--- src/rtl/pxi_bus_pkg.sv ---
// Shared definitions for the PXI local-bus initiator: FSM state codes,
// bus active levels, default burst/timeout limits and the length clamp.
package pxi_bus_pkg;

  localparam logic [1:0] ST_IDLE = 2'd0;
  localparam logic [1:0] ST_ADDR = 2'd1;
  localparam logic [1:0] ST_DATA = 2'd2;
  localparam logic [1:0] ST_TERM = 2'd3;

  // ADS#, BLAST# and READY# are all asserted low on the wire.
  localparam logic ADS_ACT   = 1'b0;
  localparam logic BLAST_ACT = 1'b0;
  localparam logic READY_ACT = 1'b0;

  localparam int DEF_MAX_BURST = 16;
  localparam int DEF_TIMEOUT   = 255;

  // A zero-length request still moves one word; oversize requests are cut to the burst limit.
  function automatic int unsigned clamp_len(input int unsigned len, input int unsigned max_burst);
    if (len == 0) return 1;
    if (len > max_burst) return max_burst;
    return len;
  endfunction

endpackage

--- src/rtl/pxi_wait_timer.sv ---
// Wait-state counter for one data beat; expire fires on the TIMEOUT-th consecutive wait cycle.
// Single-cycle registered count, clear has priority over increment.
module pxi_wait_timer
  import pxi_bus_pkg::*;
#(
  parameter int TIMEOUT = DEF_TIMEOUT
) (
  input  logic clk,
  input  logic rst,
  input  logic clr,
  input  logic inc,
  output logic expire
);

  localparam int CW = $clog2(TIMEOUT + 1);

  logic [CW-1:0] cnt;

  always_ff @(posedge clk or posedge rst) begin
    if (rst) begin
      cnt <= '0;
    end else if (clr) begin
      cnt <= '0;
    end else if (inc) begin
      cnt <= cnt + CW'(1);
    end
  end

  // Fires in the cycle whose edge would bring the count to TIMEOUT.
  assign expire = inc & (cnt == CW'(TIMEOUT - 1));

endmodule

--- src/rtl/pxi_local_master.sv ---
// PXI local-bus initiator: ADS# address phase, READY#-paced data beats, BLAST# on the last beat.
// Accept-to-DONE is 3 cycles minimum; cmd_ready only in IDLE, READY# wait states stretch each beat.
module pxi_local_master
  import pxi_bus_pkg::*;
#(
  parameter int MAX_BURST = DEF_MAX_BURST,
  parameter int TIMEOUT   = DEF_TIMEOUT,
  parameter int LEN_W     = 5
) (
  input  logic             clk,
  input  logic             rst,
  input  logic             cmd_valid,
  output logic             cmd_ready,
  input  logic             cmd_wr,
  input  logic [29:0]      cmd_addr,
  input  logic [LEN_W-1:0] cmd_len,
  input  logic [31:0]      wr_data,
  output logic             wr_data_req,
  output logic [31:0]      rd_data,
  output logic             rd_valid,
  output logic             done,
  output logic             err,
  output logic             ads,
  output logic             blast,
  output logic             lwr,
  output logic [29:0]      la,
  output logic [31:0]      ld_o,
  output logic             ld_oe,
  input  logic [31:0]      ld_i,
  input  logic             ready
);

  logic [1:0]       state;
  logic [LEN_W-1:0] rem;
  logic             accept;
  logic             beat;
  logic             wait_cyc;
  logic             timer_clr;
  logic             tmo_hit;
  logic             more;

  assign cmd_ready = (state == ST_IDLE);
  // Gated by rst so nothing is requested while the block is held in reset.
  assign accept    = cmd_valid & cmd_ready & ~rst;
  assign beat      = (state == ST_DATA) & (ready == READY_ACT);
  assign wait_cyc  = (state == ST_DATA) & (ready != READY_ACT);
  assign more      = (rem > LEN_W'(1));
  assign timer_clr = beat | (state != ST_DATA);

  // The request is combinational: it is high in the cycle whose edge samples wr_data.
  assign wr_data_req = (accept & cmd_wr) | (beat & lwr & more);

  pxi_wait_timer #(
    .TIMEOUT (TIMEOUT)
  ) u_wait (
    .clk    (clk),
    .rst    (rst),
    .clr    (timer_clr),
    .inc    (wait_cyc),
    .expire (tmo_hit)
  );

  always_ff @(posedge clk or posedge rst) begin
    if (rst) begin
      state    <= ST_IDLE;
      rem      <= '0;
      ads      <= ~ADS_ACT;
      blast    <= ~BLAST_ACT;
      lwr      <= 1'b0;
      la       <= '0;
      ld_o     <= '0;
      ld_oe    <= 1'b0;
      rd_data  <= '0;
      rd_valid <= 1'b0;
      done     <= 1'b0;
      err      <= 1'b0;
    end else begin
      rd_valid <= 1'b0;
      done     <= 1'b0;
      err      <= 1'b0;
      case (state)
        ST_IDLE: begin
          if (accept) begin
            la    <= cmd_addr;
            lwr   <= cmd_wr;
            ads   <= ADS_ACT;
            rem   <= LEN_W'(clamp_len(32'(cmd_len), 32'(MAX_BURST)));
            state <= ST_ADDR;
            if (cmd_wr) begin
              ld_o  <= wr_data;
              ld_oe <= 1'b1;
            end
          end
        end
        ST_ADDR: begin
          ads   <= ~ADS_ACT;
          state <= ST_DATA;
          if (rem == LEN_W'(1)) blast <= BLAST_ACT;
        end
        ST_DATA: begin
          if (beat) begin
            if (!lwr) begin
              rd_data  <= ld_i;
              rd_valid <= 1'b1;
            end
            if (more) begin
              rem <= rem - LEN_W'(1);
              la  <= la + 30'd1;
              if (lwr) ld_o <= wr_data;
              if (rem == LEN_W'(2)) blast <= BLAST_ACT;
            end else begin
              blast <= ~BLAST_ACT;
              ld_oe <= 1'b0;
              done  <= 1'b1;
              state <= ST_TERM;
            end
          end else if (tmo_hit) begin
            // Abandon the stalled beat: release the bus and flag the abort.
            blast <= ~BLAST_ACT;
            ld_oe <= 1'b0;
            done  <= 1'b1;
            err   <= 1'b1;
            state <= ST_TERM;
          end
        end
        ST_TERM: begin
          state <= ST_IDLE;
        end
        default: begin
          state <= ST_IDLE;
        end
      endcase
    end
  end

endmodule
--- config.mk ---
export PLATFORM = sky130hd
export DESIGN_NAME = pxi_local_master
export DESIGN_NICKNAME = d
export VERILOG_FILES = /design/src/rtl/pxi_bus_pkg.sv /design/src/rtl/pxi_wait_timer.sv /design/src/rtl/pxi_local_master.sv
export SDC_FILE = /design/constraint.sdc
export NUM_CORES = 1
export LEC_CHECK = 0
export BUFFER_PORTS_ARGS = -buffer_cell sky130_fd_sc_hd__buf_2
export CAP_MARGIN = 20
export CORE_UTILIZATION = 50
export CTS_CLUSTER_DIAMETER = 120
export DETAILED_ROUTE_END_ITERATION = 6
export PLACE_DENSITY = 0.81
export SYNTH_ARGS = -nofsm -noshare
export SYNTH_HDL_FRONTEND = slang
export SYNTH_SLANG_ARGS = --single-unit
--- constraint.sdc ---
create_clock -name clk -period 5.5 [get_ports clk]
set_input_delay 1.1 -clock clk [delete_from_list [all_inputs] [get_ports clk]]
set_output_delay 1.1 -clock clk [all_outputs]
set_load 0.05 [all_outputs]
# Word-level counts from Yosys, hierarchy flattened
# Cells that the tools add are included.
# op_classes
n_reduce_logical,14
muxes,55
order_cmp,2
n_addsub,3
bitwise,13
n_eq_ne,16
# op_table
cell,n
$mux W32,5
$mux W30,3
$pmux W32 S2,1
$pmux W30 S2,1
$add A30 B1 Y30 const B,1
$mux W5,6
$mux W1,28
$mux W8,2
$ne A2 B2 Y1 const B,5
$pmux W5 S2,1
$add A8 B1 Y8 const B,1
$and A1 B1 Y1,8
$eq A8 B8 Y1 const B,1
$mux W2,4
$pmux W2 S4,1
$reduce_and A4 Y1,2
$reduce_bool A2 Y1,4
$ne A3 B3 Y1 const B,2
$pmux W1 S2,3
$reduce_and A3 Y1,2
$reduce_and A6 Y1,1
$eq A5 B1 Y1 const B,1
$eq A5 B2 Y1 const B,1
$gt A5 B1 Y1 const B,1
12 further kinds,18
# word_totals
register_bits,116
output_inout_bits,103
wordCells,116
inputBits,104

# Logic depth before layout (Yosys ltp)
# depth
word_depth,12
ltp_mapped,10
ltp_nobuf,7

# Cells and area by module
# A second synthesis with hierarchy kept.
# hier_totals
hier_cells,509
hier_area_um2,5549.1
# modules_own_cells
module,area_each_um2,n_inst,seq_area_each_um2,cells_per_inst
pxi_local_master,5129.9,1,2705.1,467
pxi_wait_timer,419.2,1,200.2,42

# Least setup slack after synthesis
# No wires, ideal clock.
# synth_path
kind,input -> output
start,input port cmd_valid
end,output port wr_data_req
n_path_buf,0
path_slack_ns,2.413
arrival_time_ns,1.987
t_required_ns,4.400
stages,4
cell_sequence,nor2b_1 nand2_1 nor2_1 a21o_1
# synth_between
elab_chain_cells,4
# synth_lines
element,line,rtl
"start, declared",pxi_local_master.sv:12,"input logic cmd_valid,"
$and A1 B1 Y1 (2 in a row),pxi_local_master.sv:44,assign accept = cmd_valid & cmd_ready & ~rst;
$and A1 B1 Y1,pxi_local_master.sv:51,assign wr_data_req = (accept & cmd_wr) | (beat & lwr & more);
$or A1 B1 Y1,pxi_local_master.sv:51,
"end, declared",pxi_local_master.sv:18,"output logic wr_data_req,"
# Every way passes these cells.

# Final worst setup path
# layout_path
start,input port rst
end,output port wr_data_req
# layout_between
elab_chain_cells,4
# layout_lines
element,line,rtl
"start, declared",pxi_local_master.sv:11,"input logic rst,"
$not A1 Y1,pxi_local_master.sv:44,
$and A1 B1 Y1,pxi_local_master.sv:44,
$and A1 B1 Y1,pxi_local_master.sv:51,
$or A1 B1 Y1,pxi_local_master.sv:51,
# Every way passes these cells.

==> results.md <==
- R2r setup slk: 2.79 ns
- Clock Power Share: 0.193
- CTS Hold Bufs: 0
- Initial DRC Count: around 450
- Hold_sp: ads
- Fmax: slightly below 300 MHz
- Worst-path clk slew: about 0.06 ns
- Switch share: 0.506
- Internal: 2.79 mW
- Most frequent cells in the layout: buf_2 (206), dfrtp_1 (114), mux2_2 (64)
- Final Skew: 0.00618 ns
- Post-synthesis cell type count: 67
- Setup_tns: 0 ns
- CP arrival: around 2.3 ns
- MaxCap Viol Count: 0
- CP top delay family: simple AND/OR/NAND/NOR gates
- Yosys warning total: 0
- Final Hold Fails: 0
- CP max-delay cell: nor2b_1
- Number of global-route vias before repair: approximately 4800
- Cts bufs inserted: 17
- Die Span X: 107 um
- Clk Latency, worst-skew pair: 0.52 ns
- Critical path type: in -> out
- Die Area: about 0.012 mm2
- Min-delay worst type: reg -> reg
- Status: completed
- Syn Area/Cell: around 11 um2
- Pleak: around 3.4 nW
- Post-route DRC: 0
- Most Frequent Cell on Critical Path: buf_2
- RSZ-0062 raised after global routing: no
- Total number of vias: ~4800
- Num ports: around 210
- Area Growth Syn to Fin: 30.9%
- First-pass GRT wire length: 23800 um
- Drt via density: 5.57
- Crit-path max FO: 6
- Post-layout minimum cycle time: 3.42 ns
- Worst-path cell chain: buf_2 -> nor2b_1 -> nand2_1 -> nor2_1 -> a21o_1 -> buf_2
- Post-synth EDFFs: 0
- Share of layout cells above drive strength 1: 0.454
- Reg2reg end: la[27]
- Largest net degree at the start of global routing: 71
- Port bufs: 206
- N_diodes: 0
- Post-Synthesis Cells: between 500 and 600
- Drt first pass iters: 5
- PostCTS Resize Cnt: 0
- Async set or reset register ratio after synthesis: 1.00
- Die height: 107 um
- CTS tree: built
- Relative slew margins: 0.461
- Sequential cell area fraction in the yosys report: 0.523
- Hold Path End: ads
- CP max stage delay: 0.36 ns
- Initial antenna violation count: 0
- Sequential power share: 0.283
- Comb pwr share: 0.524
- Pwr Total: 5.66 mW
- Setup crit start kind: input port
- Fin util: 0.671
- Peak VDD IR: 0.585 mV
- Worst-Margin Slew: 0.808 ns
- Power per cell area: 778 mW/mm2
- Final cycle utilization of the critical path: 0.622
- Max-slew violation count: 0
- Commonest non-fill, non-tap cell in the layout: buf_2
- Syn Nets: 618
- Final Setup Violations: 0
- Hold path depth: 2
- Remaining global-route overflow: 0
- Most used DFF post-synth: dfrtp_1
- Depth of the CTS H-tree: 4
- Post-synthesis instance area: 0.00555 mm2
- Routed Antenna Nets: 0
- FP Rows: 38
- Post-DP HPWL: roughly 10000 um
- Core Box Area: 0.0108 mm2
- Psw: 2.86 mW
- Global-route usage over all layers: 0.270
- Placer Congestion: 0.858
- Reg2Reg Depth: 9
- Synthesized flop and latch total: 116
- Routed len/inst: 17.1 um
- Starting Density: 0.512
- Final net count: 821
- Worst Path Buf+Inv: 2
- Worst Path Required: 4.40 ns
- Routed wire length: 14700 um
- CTS root buffer: clkbuf_8
- CTS Sinks: 116
- Setup bufs post-CTS: 0
- Worst R2R Start: state[0]
- CTS Buffer Depth: 2
- Worst Setup End Kind: output pin
[how the worst max path moves through the flow]
stage          from     endpoint  cells after the start
2_1_floorplan   rst         done                      1
3_3_place_gp    rst  wr_data_req                      6
3_5_place_dp    rst  wr_data_req                      6
4_1_cts         rst  wr_data_req                      6
5_1_grt         rst  wr_data_req                      6
6_report        rst  wr_data_req                      6
[synth_stat cells, drive strengths merged, types with 3 or more instances]
| library cell | n | area [um2] |
|---|---|---|
| and4 | 9 | 86.3 |
| nand2b | 9 | 56.3 |
| nand4 | 8 | 56.3 |
| o22ai | 11 | 68.8 |
| xor2 | 5 | 43.8 |
| nand3 | 21 | 118 |
| clkbuf | 12 | 46.3 |
| inv | 11 | 41.3 |
| buf | 15 | 98.8 |
| and3 | 3 | 18.8 |
| nor3 | 7 | 40.0 |
| a21oi | 46 | 230 |
| nor2b | 3 | 18.8 |
| o21ai | 28 | 140 |
| ha | 10 | 125 |
| nor4 | 4 | 25.0 |
| or3 | 3 | 28.8 |
| mux2i | 5 | 50.1 |
| mux2 | 64 | 721 |
| a21o | 3 | 22.5 |
| nor2 | 31 | 119 |
| nand2 | 43 | 164 |
| dfrtp | 114 | 2850 |
[worst reg2reg max path, stage by stage, from the launching register on]
cell,delay (ns)
dfrtp_1,0.37
inv_1,0.09
ha_2,0.19
buf_4,0.33
nor2b_1,0.25
nand2_1,0.28
nand2b_1,0.28
buf_4,0.40
o21ai_0,0.16
a22o_1,0.25
[registers in the layout, summed over array words and instances, names as in the netlist, 2 cells and up]
signal and flops:
la 30, ld_o 32, rd_data 32, rem 5
state 2, u_wait.cnt 8
[power groups by stage]
stage	clock, mW	combinational (mW)	sequential [mW]
floorplan	0	1.06	2.81
global placement	0	2.87	1.56
detailed placement	0	2.97	1.59
CTS	1.11	2.97	1.59
global route	1.14	3.15	1.66
finish	1.09	2.97	1.60
[final cells by class]
class	instances	area, um2
fill	830	3570
sequential	116	2910
multi-input combinational	350	2470
timing repair buffer	211	1090
clock buffer	19	442
tap	140	175
clock inverter	13	148
inverter	11	43.8
[metal layers]
metal	track usage	share of wire	up-vias
li1	-	-	2246
met1	0.320	0.39	2327
met2	0.460	0.52	197
met3	0.0884	0.080	23
met4	0.0910	0.014	0
met5	0	0	-
[through the flow]
step / instances / setup slack [ns] / area (um2) / hold WS [ns]
global placement: 827 / 2.17 / 6650 / 0.485
global route: 860 / 1.98 / 7270 / 0.519
finish: 860 / 2.08 / 7270 / 0.497
CTS: 860 / 2.11 / 7270 / 0.495
floorplan: 504 / 1.33 / 5550 / 0.492
detailed placement: 828 / 2.11 / 6680 / 0.486
[logic make-up after synthesis]
group                      count (synthesis)  share of synthesized area
and+or+nand+nor                          148                      0.141
AOI/OAI and AO/OA                        117                      0.131
DFF                                      116                      0.523
muxes                                     69                      0.139
buffers and inverters                     38                     0.0336
adders and majority gates                 10                     0.0225
xor gates and xnor gates                   6                    0.00946
(Power assumes the default switching activity.)
